File: config.mk
export PLATFORM = sky130hd
export DESIGN_NAME = exec_sequencer_flat
export DESIGN_NICKNAME = d
export VERILOG_FILES = /design/src/rtl/exec_pkg.sv /design/src/rtl/exec_sequencer_if.sv /design/src/rtl/exec_sequencer_lat_counter.sv /design/src/rtl/exec_sequencer.sv /design/src/flat_wrapper.sv
export SDC_FILE = /design/constraint.sdc
export NUM_CORES = 1
export LEC_CHECK = 0
export CAP_MARGIN = 10
export CORE_AREA = 2 2 57 59
export CTS_CLUSTER_SIZE = 24
export DETAILED_ROUTE_END_ITERATION = 12
export DIE_AREA = 0 0 59 61
export PLACE_DENSITY_LB_ADDON = 0.25
export SYNTH_ARGS = -nofsm -noshare
export SYNTH_HDL_FRONTEND = slang
export SYNTH_SLANG_ARGS = --single-unit
File: constraint.sdc
create_clock -name clk -period 2.35 [get_ports clk]
set_input_delay 0.47 -clock clk [delete_from_list [all_inputs] [get_ports clk]]
set_output_delay 0.47 -clock clk [all_outputs]
set_load 0.1 [all_outputs]
File: src/rtl/exec_pkg.sv
// Shared definitions for the execute sequencer: ALU operation codes,
// sequencer state encodings and latency-class helpers.
package exec_pkg;

  localparam logic [3:0] ALU_ADD     = 4'b0000;
  localparam logic [3:0] ALU_SUB     = 4'b0001;
  localparam logic [3:0] ALU_AND     = 4'b0010;
  localparam logic [3:0] ALU_ORR     = 4'b0011;
  localparam logic [3:0] ALU_MUL     = 4'b0100;
  localparam logic [3:0] ALU_UMULL   = 4'b0101;
  localparam logic [3:0] ALU_SMULL   = 4'b0110;
  localparam logic [3:0] ALU_DIV     = 4'b0111;
  localparam logic [3:0] ALU_FPADD32 = 4'b1000;
  localparam logic [3:0] ALU_FPADD16 = 4'b1001;
  localparam logic [3:0] ALU_FPMUL32 = 4'b1010;
  localparam logic [3:0] ALU_MOV     = 4'b1011;

  typedef enum logic [2:0] {
    ST_IDLE  = 3'd0,
    ST_EXEC  = 3'd1,
    ST_WB_LO = 3'd2,
    ST_WB_HI = 3'd3
  } state_t;

  // Long multiplies produce two result words (RdLo then RdHi).
  function automatic logic is_long(input logic [3:0] op);
    return (op == ALU_UMULL) || (op == ALU_SMULL);
  endfunction

  // Number of execute cycles for an operation, given the unit latencies.
  function automatic int lat_of(input logic [3:0] op, input int mul_lat,
                                input int div_lat, input int fp_lat);
    case (op)
      ALU_MUL, ALU_UMULL, ALU_SMULL:       return mul_lat;
      ALU_DIV:                             return div_lat;
      ALU_FPADD32, ALU_FPADD16, ALU_FPMUL32: return fp_lat;
      default:                             return 1;
    endcase
  endfunction

endpackage

File: src/rtl/exec_sequencer_if.sv
// Handshake/writeback bundle between the main FSM (master) and the
// execute sequencer (slave). Optional perf counters appear when
// EXEC_SEQ_PERF_EN is defined.
interface exec_sequencer_if;
  logic       start;
  logic [3:0] ALUControl;
  logic [1:0] FlagWIn;
  logic       CondEx;
  logic [3:0] RdLo;
  logic [3:0] RdHi;
  logic       abort;
  logic       busy;
  logic       stall;
  logic       RegW;
  logic [3:0] WA3;
  logic       ResultHi;
  logic [1:0] FlagW;
  logic       done;
  logic [2:0] state;
`ifdef EXEC_SEQ_PERF_EN
  logic [31:0] stall_cycles;
  logic [31:0] ops_retired;
`endif

  modport master (
    output start, ALUControl, FlagWIn, CondEx, RdLo, RdHi, abort,
    input  busy, stall, RegW, WA3, ResultHi, FlagW, done, state
`ifdef EXEC_SEQ_PERF_EN
    , input stall_cycles, ops_retired
`endif
  );

  modport slave (
    input  start, ALUControl, FlagWIn, CondEx, RdLo, RdHi, abort,
    output busy, stall, RegW, WA3, ResultHi, FlagW, done, state
`ifdef EXEC_SEQ_PERF_EN
    , output stall_cycles, ops_retired
`endif
  );
endinterface

File: src/rtl/exec_sequencer_lat_counter.sv
// Execute-latency down-counter: loaded with L-1 on issue, counts down to
// zero while the operation runs.
module lat_counter #(
  parameter int CNT_W = 4
) (
  input  logic             clk,
  input  logic             reset,
  input  logic             load,
  input  logic             dec,
  input  logic [CNT_W-1:0] load_val,
  output logic             zero
);

  logic [CNT_W-1:0] count;

  // Load takes priority over decrement; the count never wraps below zero.
  always_ff @(posedge clk) begin
    if (reset)
      count <= '0;
    else if (load)
      count <= load_val;
    else if (dec && (count != '0))
      count <= count - CNT_W'(1);
  end

  assign zero = (count == '0);

endmodule

File: src/rtl/exec_sequencer.sv
// Multi-cycle execute controller: stalls the main FSM while an operation
// runs, then issues one (or two, for long multiply) writeback cycles.
// Optional perf counters are enabled by defining EXEC_SEQ_PERF_EN.
module exec_sequencer
  import exec_pkg::*;
#(
  parameter int MUL_LAT = 2,
  parameter int DIV_LAT = 8,
  parameter int FP_LAT  = 3,
  parameter int CNT_W   = 4
) (
  input logic              clk,
  input logic              reset,
  exec_sequencer_if.slave  bus
);

  state_t           state;
  logic [3:0]       alu_l;
  logic [1:0]       flagw_l;
  logic             cond_l;
  logic [3:0]       rdlo_l;
  logic [3:0]       rdhi_l;
  logic             regw_q;
  logic [3:0]       wa3_q;
  logic             resulthi_q;
  logic [1:0]       flagw_q;
  logic             done_q;
  logic             accept;
  logic             cnt_zero;
  logic             kill;
  logic [CNT_W-1:0] load_val;

  assign accept   = (state == ST_IDLE) && bus.start && !bus.abort;
  assign load_val = CNT_W'(lat_of(bus.ALUControl, MUL_LAT, DIV_LAT, FP_LAT) - 1);
  assign kill     = bus.abort | reset;

  lat_counter #(.CNT_W(CNT_W)) u_lat_counter (
    .clk      (clk),
    .reset    (reset),
    .load     (accept),
    .dec      (state == ST_EXEC),
    .load_val (load_val),
    .zero     (cnt_zero)
  );

  // Sequencer FSM: latches the op on issue and registers the writeback strobes.
  always_ff @(posedge clk) begin
    if (reset) begin
      state      <= ST_IDLE;
      alu_l      <= '0;
      flagw_l    <= '0;
      cond_l     <= 1'b0;
      rdlo_l     <= '0;
      rdhi_l     <= '0;
      regw_q     <= 1'b0;
      wa3_q      <= '0;
      resulthi_q <= 1'b0;
      flagw_q    <= '0;
      done_q     <= 1'b0;
    end else begin
      regw_q     <= 1'b0;
      resulthi_q <= 1'b0;
      flagw_q    <= '0;
      done_q     <= 1'b0;
      if (bus.abort) begin
        state <= ST_IDLE;
      end else begin
        case (state)
          ST_IDLE: begin
            if (bus.start) begin
              alu_l   <= bus.ALUControl;
              flagw_l <= bus.FlagWIn;
              cond_l  <= bus.CondEx;
              rdlo_l  <= bus.RdLo;
              rdhi_l  <= bus.RdHi;
              state   <= ST_EXEC;
            end
          end
          ST_EXEC: begin
            if (cnt_zero) begin
              state  <= ST_WB_LO;
              regw_q <= cond_l;
              wa3_q  <= rdlo_l;
              if (!is_long(alu_l)) begin
                flagw_q <= flagw_l & {2{cond_l}};
                done_q  <= 1'b1;
              end
            end
          end
          ST_WB_LO: begin
            if (is_long(alu_l)) begin
              state      <= ST_WB_HI;
              regw_q     <= cond_l;
              wa3_q      <= rdhi_l;
              resulthi_q <= 1'b1;
              flagw_q    <= flagw_l & {2{cond_l}};
              done_q     <= 1'b1;
            end else begin
              state <= ST_IDLE;
            end
          end
          default: state <= ST_IDLE;
        endcase
      end
    end
  end

  assign bus.busy     = (state != ST_IDLE);
  assign bus.stall    = (state != ST_IDLE) | bus.start;
  assign bus.RegW     = regw_q & ~kill;
  assign bus.FlagW    = flagw_q & {2{~kill}};
  assign bus.done     = done_q & ~kill;
  assign bus.WA3      = wa3_q;
  assign bus.ResultHi = resulthi_q;
  assign bus.state    = state;

`ifdef EXEC_SEQ_PERF_EN
  logic [31:0] stall_q;
  logic [31:0] retired_q;

  // Saturating counters of busy cycles and of retired (non-aborted) ops.
  always_ff @(posedge clk) begin
    if (reset) begin
      stall_q   <= '0;
      retired_q <= '0;
    end else begin
      if ((state != ST_IDLE) && (stall_q != '1))
        stall_q <= stall_q + 32'd1;
      if (bus.done && (retired_q != '1))
        retired_q <= retired_q + 32'd1;
    end
  end

  assign bus.stall_cycles = stall_q;
  assign bus.ops_retired  = retired_q;
`endif

endmodule

File: src/flat_wrapper.sv
// flat-port wrapper written by rule: the top's interface ports become plain ports
module exec_sequencer_flat import exec_pkg::*;
#(
  parameter int MUL_LAT = 2,
  parameter int DIV_LAT = 8,
  parameter int FP_LAT  = 3,
  parameter int CNT_W   = 4
)
  (clk, reset, bus_start, bus_ALUControl, bus_FlagWIn, bus_CondEx, bus_RdLo, bus_RdHi, bus_abort, bus_busy, bus_stall, bus_RegW, bus_WA3, bus_ResultHi, bus_FlagW, bus_done, bus_state);
  exec_sequencer_if bus_i ();
  input logic clk;
  input logic reset;
  input wire logic [$bits(bus_i.start)-1:0] bus_start;
  input wire logic [$bits(bus_i.ALUControl)-1:0] bus_ALUControl;
  input wire logic [$bits(bus_i.FlagWIn)-1:0] bus_FlagWIn;
  input wire logic [$bits(bus_i.CondEx)-1:0] bus_CondEx;
  input wire logic [$bits(bus_i.RdLo)-1:0] bus_RdLo;
  input wire logic [$bits(bus_i.RdHi)-1:0] bus_RdHi;
  input wire logic [$bits(bus_i.abort)-1:0] bus_abort;
  output wire logic [$bits(bus_i.busy)-1:0] bus_busy;
  output wire logic [$bits(bus_i.stall)-1:0] bus_stall;
  output wire logic [$bits(bus_i.RegW)-1:0] bus_RegW;
  output wire logic [$bits(bus_i.WA3)-1:0] bus_WA3;
  output wire logic [$bits(bus_i.ResultHi)-1:0] bus_ResultHi;
  output wire logic [$bits(bus_i.FlagW)-1:0] bus_FlagW;
  output wire logic [$bits(bus_i.done)-1:0] bus_done;
  output wire logic [$bits(bus_i.state)-1:0] bus_state;
  assign bus_i.start = bus_start;
  assign bus_i.ALUControl = bus_ALUControl;
  assign bus_i.FlagWIn = bus_FlagWIn;
  assign bus_i.CondEx = bus_CondEx;
  assign bus_i.RdLo = bus_RdLo;
  assign bus_i.RdHi = bus_RdHi;
  assign bus_i.abort = bus_abort;
  assign bus_busy = bus_i.busy;
  assign bus_stall = bus_i.stall;
  assign bus_RegW = bus_i.RegW;
  assign bus_WA3 = bus_i.WA3;
  assign bus_ResultHi = bus_i.ResultHi;
  assign bus_FlagW = bus_i.FlagW;
  assign bus_done = bus_i.done;
  assign bus_state = bus_i.state;
  exec_sequencer #(.MUL_LAT(MUL_LAT), .DIV_LAT(DIV_LAT), .FP_LAT(FP_LAT), .CNT_W(CNT_W)) u_core (.clk(clk), .reset(reset), .bus(bus_i));
endmodule
# Word-level counts from Yosys, hierarchy flattened
# Index checks and enable logic that the tools add are counted.
# classes
eq_ne,14
mux,21
addsub,2
reduce_logical,18
bitwise,9
# ops
operator,count
$eq A4 B3 Y1 const B,6
$mux W4,4
$eq A4 B4 Y1 const B,3
$pmux W4 S3,1
$pmux W3 S3,1
$reduce_or A3 Y1,3
$mux W2,4
$pmux W4 S2,1
$sub A4 B1 Y4 const B,2
$mux W3,2
$mux W1,5
$and A2 B2 Y2,2
$logic_not A4 Y1,1
$ne A2 B1 Y1 const B,2
$pmux W1 S2,2
$pmux W2 S2,1
$reduce_and A4 Y1,1
$reduce_bool A2 Y1,2
$reduce_bool A4 Y1,1
$eq A3 B1 Y1 const B,1
$eq A3 B2 Y1 const B,1
$logic_and A1 B1 Y1,3
$logic_not A3 Y1,1
$not A1 Y1,3
9 further kinds,11
# totals
elab_cells,76
output_inout_bits,14
register_bits,31
input_bits,19

# Longest topological paths before layout
# Gate-level depths: netlist (run 1).
# logic_depth
word_depth,5
mapped_depth,9
depth_no_buf,9

# Cells and area by module
# Synthesis (run 1) repeated with hierarchy kept, for this count alone.
# unflattened
cells_unflattened,168
hier_area_um2,1443.9
# modules_own_cells
module,instances,area_each_um2,seq_area_each_um2,cells_per_inst
exec_sequencer,1,1181.1,520.5,139
lat_counter,1,262.8,80.1,29

# Worst setup path before layout (run 1)
# OpenSTA, ideal clock, no wires.
# synth_path
path_type,flip-flop to flip-flop
start,"register u_core.state[0], in the netlist u_core.bus.state[0]"
end,"register u_core.state[1], in the netlist u_core.bus.state[1]"
path_stages_with_launch,7
t_arrival_ps,2809
setup_time_ps,74
required_ps,2276
path_slack_ps,-533
path_cell_list,dfxtp_1 inv_1 ha_1 nand2b_1 nand2_2 or3_1 a31oi_1
# synth_via
elab_chain_cells,3
# synth_rtl
item,line,source
from (decl),exec_sequencer.sv:17,state_t state;
from (signal assigned),exec_sequencer.sv:49,state <= ST_IDLE;
from (signal assigned),exec_sequencer.sv:66,state <= ST_IDLE;
from (signal assigned),exec_sequencer.sv:76,state <= ST_EXEC;
$eq A3 B1 Y1 or $logic_not A3 Y1 (tied branches),exec_sequencer.sv:68,case (state)
$ne A2 B1 Y1 (no line) or $ne A2 B2 Y1 (tied branches),--,
$reduce_and A2 Y1 (no line),--,
# Several ways; a longest one is shown, not always the timed one.
# A chain may end at the register's enable or synchronous reset.

# Final worst setup path (run 1)
# layout_path
start,input port bus_abort
end,output port bus_RegW
# layout_via
elab_chain_cells,3
# layout_rtl
item,line,source
from (decl),flat_wrapper.sv:19,input wire logic [$bits(bus_i.abort)-1:0] bus_abort;
$or A1 B1 Y1,exec_sequencer.sv:35,assign kill = bus.abort | reset;
$not A1 Y1,exec_sequencer.sv:110,assign bus.RegW = regw_q & ~kill;
$and A1 B1 Y1,exec_sequencer.sv:110,
to (decl),flat_wrapper.sv:22,output wire logic [$bits(bus_i.RegW)-1:0] bus_RegW;
# No other way between the ends.

==> results of run 1 <==
[report_power, final]
part | internal [uW] | switching [uW] | leakage, uW | total, uW
logic | 84.6 | 119 | 0.000451 | 204
registers | 528 | 19.2 | 0.000245 | 547
clock network | 113 | 161 | 0.0000254 | 273
total | 725 | 299 | 0.000722 | 1020
[cells in the mapped netlist, types with 2 or more instances]
cell	n	area (um2)
nand2_1	39	146
dfxtp_1	30	601
a21oi_1	24	120
nor2_1	7	26.3
and2_1	6	37.5
inv_1	6	22.5
clkbuf_1	5	18.8
ha_1	5	62.6
mux2i_1	5	50.1
o21ai_0	5	25.0
or4_1	4	30.0
nand3b_1	3	22.5
nor2b_1	3	18.8
a31oi_1	2	12.5
buf_1	2	7.51
nor3_1	2	10.0
or2_2	2	12.5
xnor2_1	2	17.5
[stage by stage]
stage,hold WS (ns),utilization,power (uW)
after floorplan,0.430,-,686
after global placement,0.438,0.604,755
after detailed placement,0.445,0.604,761
after CTS,0.461,0.619,1030
after global routing,0.483,0.619,1080
final,0.458,0.619,1020
[critical path: stages]
cell,delay [ns]
clkdlybuf4s50_1,0.48
nor2_1,0.35
and2_1,0.23
buf_12,0.18
[layout make-up]
cell class / instances / area (um2)
Sequential cell: 30 / 603
Multi-Input combinational cell: 125 / 733
Fill cell: 286 / 1120
Timing Repair Buffer: 35 / 383
Clock buffer: 7 / 45.0
Tap cell: 33 / 41.3
Inverter: 6 / 22.5
[metal layers]
| metal | up-vias | track usage |
|---|---|---|
| met1 | 579 | 0.217 |
| met5 | - | 0 |
| li1 | 643 | - |
| met3 | 8 | 0.0448 |
| met4 | 0 | 0.110 |
| met2 | 33 | 0.313 |
[path summary, 6_finish.rpt]
path                                   endpoint           startpoint  cells past startpoint
setup / recovery                       bus_RegW            bus_abort                      4
hold / removal                u_core.flagw_q[0]    u_core.flagw_l[0]                      1
setup reg to reg  u_core.u_lat_counter.count[2]  u_core.bus.state[1]                      9
hold reg to reg               u_core.flagw_q[0]    u_core.flagw_l[0]                      1
[cell usage in the layout, fill, tap and decap left out, types with 2 or more instances in the layout]
master | Yosys | routed
clkbuf_1 | 5 | 2
xnor2_1 | 2 | 2
nor2b_1 | 3 | 3
o21ai_0 | 5 | 5
ha_1 | 5 | 5
and2_1 | 6 | 6
nand3b_1 | 3 | 3
a31oi_1 | 2 | 2
mux2i_1 | 5 | 5
dfxtp_1 | 30 | 28
buf_12 | 0 | 6
clkdlybuf4s50_1 | 0 | 18
dfxtp_2 | 0 | 2
buf_4 | 1 | 11
inv_1 | 6 | 6
or4_1 | 4 | 4
nor3_1 | 2 | 2
nand2_1 | 39 | 39
a21oi_1 | 24 | 24
or2_2 | 2 | 2
nor2_1 | 7 | 7
clkbuf_4 | 0 | 5
[cells by family (layout without fill, tap and decap cells)]
| family | Yosys count | count (layout) | synth area share |
|---|---|---|---|
| adders and majority gates | 5 | 5 | 0.0447 |
| AOI/OAI and AO/OA | 38 | 38 | 0.167 |
| other | 1 | 1 | 0.00268 |
| and+or+nand+nor | 74 | 74 | 0.259 |
| buffers and inverters | 15 | 48 | 0.0483 |
| DFF | 30 | 30 | 0.429 |
| xor gates and xnor gates | 2 | 2 | 0.0125 |
| muxes | 5 | 5 | 0.0358 |
[sequential cells by signal, summed over array words and instances, names as in the netlist, 2 cells and up]
| name | flops |
|---|---|
| u_core.alu_l | 4 |
| u_core.bus.WA3 | 4 |
| u_core.bus.state | 2 |
| u_core.flagw_l | 2 |
| u_core.flagw_q | 2 |
| u_core.rdhi_l | 4 |
| u_core.rdlo_l | 4 |
| u_core.u_lat_counter.count | 4 |
==> results.md, run 1 <==
- Top Layer Used: met4
- # H-tree levels: 2
- Via count: between 1,000 and 1,500
- Pre-CTS setup slack: approximately 0.083 ns
- Crit path capture type: primary output
- DRC: 0
- Final ANT Viol Nets: 0
- Arrival @ worst endpoint: 1.72 ns
- Cell Rows: 20
- Dpl cells: approximately 230
- Worst-Margin Slew: a little under 0.6 ns
- Die height: 61 um
- Drt wl/cell: 12.3 um
- Worst-case register-to-register setup slack: 0.40 ns
- Worst Setup Path Type: primary input to primary output
- Clk sinks: 30
- Global-route wire length before repair: ~5000 um
- Max Slew Vio Count: 0
- Final Cycle Share: 0.931
- Hold_buf cts: 0
- CTS tree: built
- Fmax: ~0.46 GHz
- Layout Cells excl Fill: 236
- Post_cts resized: 0
- Reg clk slew, reported paths: 0.09 ns
- Met1 wire length: 1340 um
- Final hold vios: 0
- IO Port Bufs: 31
- Area after DPL: 1780 um2
- CP Data Required Time: about 1.9 ns
- Die W: just under 60 um
- Power Dens Cells: 560 nW/um2
- GRT Residual Overflow: 0
- Fraction of layout cells with a size suffix above 1: 0.153
- Synth cell types: 36
- RSZ-0062 raised after global routing: no
- Period minus WS final: 2.19 ns
- Largest net degree at the start of global routing: 29
- Outcome: complete, no violations
- DRT Pass-1 Iters: 4
- Final instance area: 1830 um2
- Fraction of registers with async set/reset: 0
- Total CTS buffers: 5
- Die area: 3600 um2
- Lkg Pwr: about 0.00072 uW
- Final net count: 227
- Headroom to the max-slew limit: 0.613
- Final WL: 2910 um
- Post-CTS setup buffers: 0
- Setup TNS: 0 ns
- Hpwl dp: 2090 um
- Worst min path class: register to register
- Seq/Total Area, Yosys: 0.429
- Synth Net Count: 194
- Synth Flop Type: dfxtp_1
- Met2 wire len: 1370 um
- Via density: 5.35
- Final setup violation count: 0
- Synthesis Warnings: 0
- EDFF count, synth: 0
- CP Launch Type: primary input
- Max cap viols: 0
- I/O pins: 33
- Area Overhead vs Synth: 30.7%
- Initial Util: 0.474
- Synth Area per Inst: approximately 8.2 um2
- Number of inserted diodes: 0
- Total track usage: 0.186
- Yosys reg bits: 30
- Iteration-0 DRC Markers: 65
- Mapped Cells: 170
- VDD IR max: 0.365 mV
- Vias in the first global route: 1,187
- Final setup margin: around 0.16 ns
- Largest fanout on the critical path: 6
- Clk root buf: clkbuf_4
- Max clock buf depth: 2
- Syn Std Cell Area: 1400 um2
- Final Skew: 0.00487 ns
- Clock Latency Late Sink: 0.32 ns
- Area of the core: 2950 um2
- Routability cong.: just under 0.9
- Initial antenna violation count: 0
- Met3 WL: 138 um
No activity file was read; power rests on OpenSTA's default activity.
==> run 2: changes to the inputs <==
--- a/config.mk
+++ b/config.mk
@@ -5,7 +5,7 @@
 export SDC_FILE = /design/constraint.sdc
 export NUM_CORES = 1
 export LEC_CHECK = 0
-export CAP_MARGIN = 10
+export CAP_MARGIN = 20
 export CORE_AREA = 2 2 57 59
 export CTS_CLUSTER_SIZE = 24
 export DETAILED_ROUTE_END_ITERATION = 12
==> results of run 2 <==
The final DEF is identical to that of run 1; final timing and power are the same.
==> run 3: changes to the inputs <==
--- a/config.mk
+++ b/config.mk
@@ -11,6 +11,7 @@
 export DETAILED_ROUTE_END_ITERATION = 12
 export DIE_AREA = 0 0 59 61
 export PLACE_DENSITY_LB_ADDON = 0.25
+export SKIP_CTS_REPAIR_TIMING = 1
 export SYNTH_ARGS = -nofsm -noshare
 export SYNTH_HDL_FRONTEND = slang
 export SYNTH_SLANG_ARGS = --single-unit
==> results of run 3 <==
The final DEF is identical to that of run 1; final timing and power are the same.
